==> src/rtl/load_store_unit.sv <==
// Memory stage: turns ALU address + rs2 into one req/ack data-memory access and returns extended load data.
// Stalls the core from the start cycle until the access retires; flags misaligned/illegal accesses and bus timeouts.
module load_store_unit #(
  parameter int TIMEOUT_CYCLES = 16,
  parameter int ADDR_WIDTH     = 32
) (
  input  logic                  clock,
  input  logic                  reset,
  input  logic                  load_en,
  input  logic                  store_en,
  input  logic [2:0]            funct3,
  input  logic [ADDR_WIDTH-1:0] address,
  input  logic [31:0]           store_data,
  output logic                  stall,
  output logic                  done,
  output logic [31:0]           load_data,
  output logic                  misaligned,
  output logic                  bus_error,
  output logic                  mem_req,
  output logic                  mem_we,
  output logic [ADDR_WIDTH-1:0] mem_addr,
  output logic [3:0]            mem_be,
  output logic [31:0]           mem_wdata,
  input  logic                  mem_ack,
  input  logic [31:0]           mem_rdata
);

  localparam int CW = (TIMEOUT_CYCLES > 2) ? $clog2(TIMEOUT_CYCLES) : 1;

  typedef enum logic [1:0] {
    IDLE     = 2'd0,
    WAIT_ACK = 2'd1,
    DONE     = 2'd2
  } state_t;

  state_t                  state_q, state_d;
  logic [CW-1:0]           cnt_q, cnt_d;
  logic                    berr_q, berr_d;
  logic [31:0]             load_data_q, load_data_d;
  logic [ADDR_WIDTH-1:0]   addr_q, addr_d;
  logic                    we_q, we_d;
  logic [3:0]              be_q, be_d;
  logic [31:0]             wdata_q, wdata_d;
  logic [2:0]              f3_q, f3_d;
  logic [1:0]              lane_q, lane_d;

  logic        start;
  logic        f3_ok;
  logic        align_ok;
  logic        legal;
  logic [3:0]  req_be;
  logic [31:0] req_wdata;

  function automatic logic [31:0] extract(input logic [2:0] f3, input logic [1:0] lane,
                                          input logic [31:0] rd);
    logic [7:0]  b;
    logic [15:0] h;
    logic [31:0] r;
    b = rd[8*lane +: 8];
    h = lane[1] ? rd[31:16] : rd[15:0];
    case (f3)
      3'b000:  r = {{24{b[7]}}, b};
      3'b100:  r = {24'd0, b};
      3'b001:  r = {{16{h[15]}}, h};
      3'b101:  r = {16'd0, h};
      default: r = rd;
    endcase
    return r;
  endfunction

  // Request decode; store_en takes priority when both enables are high.
  always_comb begin
    start    = load_en | store_en;
    f3_ok    = store_en ? (funct3 inside {3'b000, 3'b001, 3'b010})
                        : (funct3 inside {3'b000, 3'b001, 3'b010, 3'b100, 3'b101});
    align_ok = 1'b1;
    case (funct3[1:0])
      2'b01:   align_ok = ~address[0];
      2'b10:   align_ok = (address[1:0] == 2'b00);
      default: align_ok = 1'b1;
    endcase
    legal     = f3_ok & align_ok;
    req_be    = 4'b1111;
    req_wdata = store_data;
    if (store_en) begin
      case (funct3[1:0])
        2'b00: begin
          req_be    = 4'b0001 << address[1:0];
          req_wdata = {4{store_data[7:0]}};
        end
        2'b01: begin
          req_be    = address[1] ? 4'b1100 : 4'b0011;
          req_wdata = {2{store_data[15:0]}};
        end
        default: begin
          req_be    = 4'b1111;
          req_wdata = store_data;
        end
      endcase
    end
  end

  always_comb begin
    state_d     = state_q;
    cnt_d       = cnt_q;
    berr_d      = berr_q;
    load_data_d = load_data_q;
    addr_d      = addr_q;
    we_d        = we_q;
    be_d        = be_q;
    wdata_d     = wdata_q;
    f3_d        = f3_q;
    lane_d      = lane_q;
    stall       = 1'b0;
    done        = 1'b0;
    misaligned  = 1'b0;
    bus_error   = 1'b0;
    mem_req     = 1'b0;

    case (state_q)
      IDLE: begin
        if (start) begin
          if (legal) begin
            stall   = 1'b1;
            addr_d  = {address[ADDR_WIDTH-1:2], 2'b00};
            we_d    = store_en;
            be_d    = req_be;
            wdata_d = req_wdata;
            f3_d    = funct3;
            lane_d  = address[1:0];
            cnt_d   = '0;
            berr_d  = 1'b0;
            state_d = WAIT_ACK;
          end else begin
            misaligned = 1'b1;
          end
        end
      end
      WAIT_ACK: begin
        mem_req = 1'b1;
        stall   = 1'b1;
        // An ack on the final allowed cycle still counts as success.
        if (mem_ack) begin
          if (!we_q) load_data_d = extract(f3_q, lane_q, mem_rdata);
          state_d = DONE;
        end else if (cnt_q == CW'(TIMEOUT_CYCLES - 1)) begin
          if (!we_q) load_data_d = '0;
          berr_d  = 1'b1;
          state_d = DONE;
        end else begin
          cnt_d = cnt_q + CW'(1);
        end
      end
      DONE: begin
        done      = 1'b1;
        bus_error = berr_q;
        cnt_d     = '0;
        berr_d    = 1'b0;
        state_d   = IDLE;
      end
      default: state_d = IDLE;
    endcase
  end

  always_ff @(posedge clock) begin
    if (reset) begin
      state_q     <= IDLE;
      cnt_q       <= '0;
      berr_q      <= 1'b0;
      load_data_q <= '0;
      addr_q      <= '0;
      we_q        <= 1'b0;
      be_q        <= '0;
      wdata_q     <= '0;
      f3_q        <= '0;
      lane_q      <= '0;
    end else begin
      state_q     <= state_d;
      cnt_q       <= cnt_d;
      berr_q      <= berr_d;
      load_data_q <= load_data_d;
      addr_q      <= addr_d;
      we_q        <= we_d;
      be_q        <= be_d;
      wdata_q     <= wdata_d;
      f3_q        <= f3_d;
      lane_q      <= lane_d;
    end
  end

  assign load_data = load_data_q;
  assign mem_we    = we_q;
  assign mem_addr  = addr_q;
  assign mem_be    = be_q;
  assign mem_wdata = wdata_q;

endmodule

==> config.mk <==
export PLATFORM = sky130hd
export DESIGN_NAME = load_store_unit
export DESIGN_NICKNAME = d
export VERILOG_FILES = /design/src/rtl/load_store_unit.sv
export SDC_FILE = /design/constraint.sdc
export NUM_CORES = 1
export LEC_CHECK = 0
export CORE_MARGIN = 8
export CORE_UTILIZATION = 55
export DETAILED_ROUTE_END_ITERATION = 8
export DONT_BUFFER_PORTS = 1
export PLACE_DENSITY_LB_ADDON = 0.2
export SETUP_SLACK_MARGIN = 0.4
export SYNTH_ARGS = -nofsm -noshare
export SYNTH_HDL_FRONTEND = slang
export SYNTH_SLANG_ARGS = --single-unit
==> constraint.sdc <==
create_clock -name clock -period 3.1 [get_ports clock]
set_clock_uncertainty 0.15 [all_clocks]
set_input_delay 0.31 -clock clock [delete_from_list [all_inputs] [get_ports clock]]
set_output_delay 0.31 -clock clock [all_outputs]
set_load 0.02 [all_outputs]
==> metrics.json <==
{
  "detail_route.iter0.violations": {"value": 503},
  "wire_per_inst": {"value": 23.7, "unit": "um"},
  "synth_compound_gate_area_share": {"value": 32.2, "unit": "%"},
  "synth-simple-area-share": {"value": 13.6, "unit": "%"},
  "holdPathStages": {"value": 2},
  "maximum_vdd_drop": {"value": 262, "unit": "uV"},
  "outcome": {"value": "finished clean"},
  "ff2ff_setup_slack": {"value": 580, "unit": "ps"},
  "critical_path_peak_fanout": {"value": 50},
  "p_leak": {"value": 2.22, "unit": "nW"},
  "synth-xor-area-share": {"value": 0, "unit": "%"},
  "critPathRequiredTime": {"value": 2640, "unit": "ps"},
  "mean_area_per_synthesized_cell": {"value": 9.43, "unit": "um2"},
  "maxCapViolCount": {"value": 0},
  "crit_path_max_incr_delay": {"value": 500, "unit": "ps"},
  "design.final.nets": {"value": 699},
  "tritoncts": {"value": "done"},
  "wire_length_reported_by_the_detailed_router": {"value": 16800, "unit": "um"},
  "ys.flop_type": {"value": "sky130_fd_sc_hd__dfxtp_1"},
  "fin_setup_tns": {"value": 0, "unit": "ps"},
  "yosysWarningCount": {"value": 0},
  "vias_in_the_first_global_route": {"value": 4880},
  "num_io_pins": {"value": 210},
  "post-cts-setup-buffer-count": {"value": 0},
  "synth-seq-cells": {"value": 111},
  "post_synth_instance_area": {"value": 0.00518, "unit": "mm2"},
  "final.setup.worst_slack": {"value": 580, "unit": "ps"},
  "final_min_period_over_clock_period": {"value": 81.3, "unit": "%"},
  "drt_pass1_iterations": {"value": 5},
  "sequential_cell_fraction_of_total_power": {"value": 54.9, "unit": "%"},
  "total_half_perimeter_wirelength_after_legalization_and_detailed_placement": {"value": 11000, "unit": "um"},
  "report.final.slew_viol_count": {"value": 0},
  "synth_enable_flop_cells": {"value": 0},
  "worst_slew_margin_rel": {"value": 16.7, "unit": "%"},
  "timing.reg2reg.worst_path_depth": {"value": 5},
  "hold_slack": {"value": 11.3, "unit": "ps"},
  "htree_num_levels": {"value": 3},
  "rsz0062_at_grt": {"value": "no"},
  "hp-class": {"value": "primary input to flop"},
  "slowest_stage": {"value": "sky130_fd_sc_hd__ha_1"},
  "timing.critical_path.cells": {"value": "inv_1 > ha_1 > nand2b_1 > a32oi_4 > buf_12 > a21oi_1"},
  "min_delay_worst_endpoint": {"value": "load_data[0]"},
  "die_width": {"value": 113, "unit": "um"},
  "intPower": {"value": 0.00205, "unit": "W"},
  "synth_top_family_by_area": {"value": "compound AO/OA/AOI/OAI gates"},
  "critical-path-top-delay-family": {"value": "compound AO/OA/AOI/OAI gates"},
  "critical_path.reg2reg.endpoint": {"value": "load_data[20]"},
  "post-synth-top-area-fraction": {"value": 42.9, "unit": "%"},
  "share_of_synthesized_area_spent_on_multiplexers": {"value": 3.92, "unit": "%"},
  "clkSinkCount": {"value": 111},
  "final_area": {"value": 0.00621, "unit": "mm2"},
  "stdcell_count": {"value": 708},
  "worstPathBufferInverterCount": {"value": 2},
  "r2r_start": {"value": "state_q[0]"},
  "gpl.final_weighted_congestion": {"value": 0.858},
  "placement.cell_area": {"value": 0.00517, "unit": "mm2"},
  "tritoncts.num_buffers": {"value": 9},
  "die_height": {"value": 113, "unit": "um"},
  "comb_power_share": {"value": 18.0, "unit": "%"},
  "core_region_area": {"value": 0.00920, "unit": "mm2"},
  "p_per_area": {"value": 486, "unit": "mW/mm2"},
  "clock_latency": {"value": 360, "unit": "ps"},
  "grt_antenna_before_repair": {"value": 0},
  "port_buffers": {"value": 0},
  "avgViaCountPerCell": {"value": 6.92},
  "net_switching_power": {"value": 0.000970, "unit": "W"},
  "grt_overflow_total": {"value": 0},
  "drive_above_1_share": {"value": 9.90, "unit": "%"},
  "max_slew.worst_pin.slew": {"value": 1240, "unit": "ps"},
  "syn2layout_area_growth": {"value": 20.0, "unit": "%"},
  "most_common_library_cell_in_the_layout_ignoring_fill_and_taps": {"value": "sky130_fd_sc_hd__dfxtp_1"},
  "dp_cells": {"value": 608},
  "synth_seq_area_share": {"value": 42.9, "unit": "%"},
  "clockRootBuffer": {"value": "sky130_fd_sc_hd__clkbuf_8"},
  "grt_pass1_wl": {"value": 26800, "unit": "um"},
  "power_switching_share": {"value": 32.1, "unit": "%"},
  "synth.lib_cells_used.distinct": {"value": 63},
  "die_area": {"value": 0.0128, "unit": "mm2"},
  "finalCriticalPeriod": {"value": 2520, "unit": "ps"},
  "hold_start": {"value": "mem_rdata[0]"},
  "layout_common_cells": {"value": "111 x sky130_fd_sc_hd__dfxtp_1, 82 x sky130_fd_sc_hd__dlygate4sd3_1, 65 x sky130_fd_sc_hd__a21oi_1"},
  "timing_worst_setup_path_type": {"value": "primary input to output port"},
  "route.antenna.remaining_nets": {"value": 0},
  "route.vias.total": {"value": 4898},
  "synth_adder_area_share": {"value": 0.967, "unit": "%"},
  "asyncSetResetFlopFracSynth": {"value": 0, "unit": "%"},
  "cts_max_path_buffers": {"value": 2},
  "timing.critical_path.arrival": {"value": 2060, "unit": "ps"},
  "setup.worst_path.end_class": {"value": "output port"},
  "track_usage": {"value": 25.6, "unit": "%"},
  "start_kind": {"value": "primary input"},
  "setup_viol": {"value": 0},
  "fmax": {"value": 0.397, "unit": "GHz"},
  "synth_top_cells_by_area": {"value": "sky130_fd_sc_hd__dfxtp_1 43%, sky130_fd_sc_hd__o31ai_1 6.4%, sky130_fd_sc_hd__a21oi_1 6.3%"},
  "post_synthesis_cell_count": {"value": 549},
  "largest_net_degree_at_the_start_of_global_routing": {"value": 60},
  "pwr-share-clk": {"value": 27.1, "unit": "%"},
  "post-route-drc-count": {"value": 0},
  "cts.clk_slew.worst_paths": {"value": 110, "unit": "ps"},
  "start_util": {"value": 56.3, "unit": "%"},
  "hold_violations": {"value": 0},
  "synthDominantAreaCellType": {"value": "sky130_fd_sc_hd__dfxtp_1"},
  "pre_cts_slack": {"value": 229, "unit": "ps"},
  "row_count": {"value": 35}
}
power groups by stage:
stage               sequential (W)  clock [W]  combinational [W]
floorplan                  0.00166          0           0.000361
global placement           0.00169          0           0.000412
detailed placement         0.00169          0           0.000427
CTS                        0.00166   0.000838           0.000531
global route               0.00167   0.000898           0.000590
finish                     0.00166   0.000819           0.000542
Yosys cell counts (all sizes together), types with 2 or more instances:
master and number:
a211o 8, a211oi 12, a21oi 65, a221o 30
a22o 3, a22oi 7, a311oi 2, a31oi 16
and2 2, and3b 7, buf 18, clkbuf 43
dfxtp 111, dlygate4sd1 3, ha 4, inv 8
mux2 8, mux2i 9, nand2 9, nand2b 3
nand3 2, nand4 43, nor2 8, nor3 7
nor3b 2, nor4 9, nor4b 2, o21a 2
o21ai 18, o2bb2ai 16, o31ai 44, or3 8
or3b 2
logic make-up (layout without fill, tap and decap cells):
logic type               Yosys count  after routing
adder cells (fa/ha/maj)            4              4
flip-flops                       111            111
other                              1              3
AO/OA/AOI/OAI                    233            233
AND/OR/NAND/NOR                  109            109
multiplexers                      18             18
buffers and inverters             73            119
registers in the layout, indices dropped and copies added (netlist names):
name	flops
berr_q	1
mem_we	1
load_data	32
mem_addr	30
f3_q	3
mem_be	4
lane_q	2
state_q	2
cnt_q	4
mem_wdata	32
per-layer routing:
layer  GRT usage (%)  part of all wire, %
met1            31.0                   39
met2            40.0                   47
met3            9.42                   12
met4            10.6                  2.3
met5               0                    0
timing repair:
| action | CTS | global route |
|---|---|---|
| setup endpoints to repair | 0 | 14 |
| hold buffers | 83 | 0 |
| resized for setup | 0 | 1 |
| hold endpoints to repair | 95 | 0 |
per-stage QoR:
stage	utilization, %	power (W)
2_1_floorplan	-	0.00202
3_3_place_gp	56.2	0.00210
3_5_place_dp	56.2	0.00212
4_1_cts	67.4	0.00303
5_1_grt	67.5	0.00316
6_report	67.6	0.00302
worst reg2reg max path, delay by kind of cell, from the launching register on:
family | cells | cell delay [ps]
compound gates | 1 | 230
buf+inv | 1 | 230
flops | 1 | 480
simple gates | 3 | 1380
how the worst max path moves through the flow:
| stage | start | end | slack, ps | cells after the start |
|---|---|---|---|---|
| 2_1_floorplan | funct3[0] | stall | 830 | 7 |
| 3_3_place_gp | funct3[0] | mem_wdata[24] | 360 | 6 |
| 3_5_place_dp | funct3[0] | mem_wdata[26] | 230 | 6 |
| 4_1_cts | state_q[1] | mem_wdata[26] | 550 | 4 |
| 5_1_grt | funct3[1] | misaligned | 420 | 6 |
| 6_report | funct3[1] | misaligned | 580 | 6 |
cell type report:
cell class | instances | area (um2)
fill | 712 | 2980
multi-input combinational | 366 | 2680
sequential | 111 | 2220
timing repair buffer | 94 | 956
clock buffer | 11 | 141
tap | 111 | 139
clock inverter | 5 | 40.0
inverter | 9 | 33.8
antenna | 1 | 2.50
(Power assumes the default switching activity.)
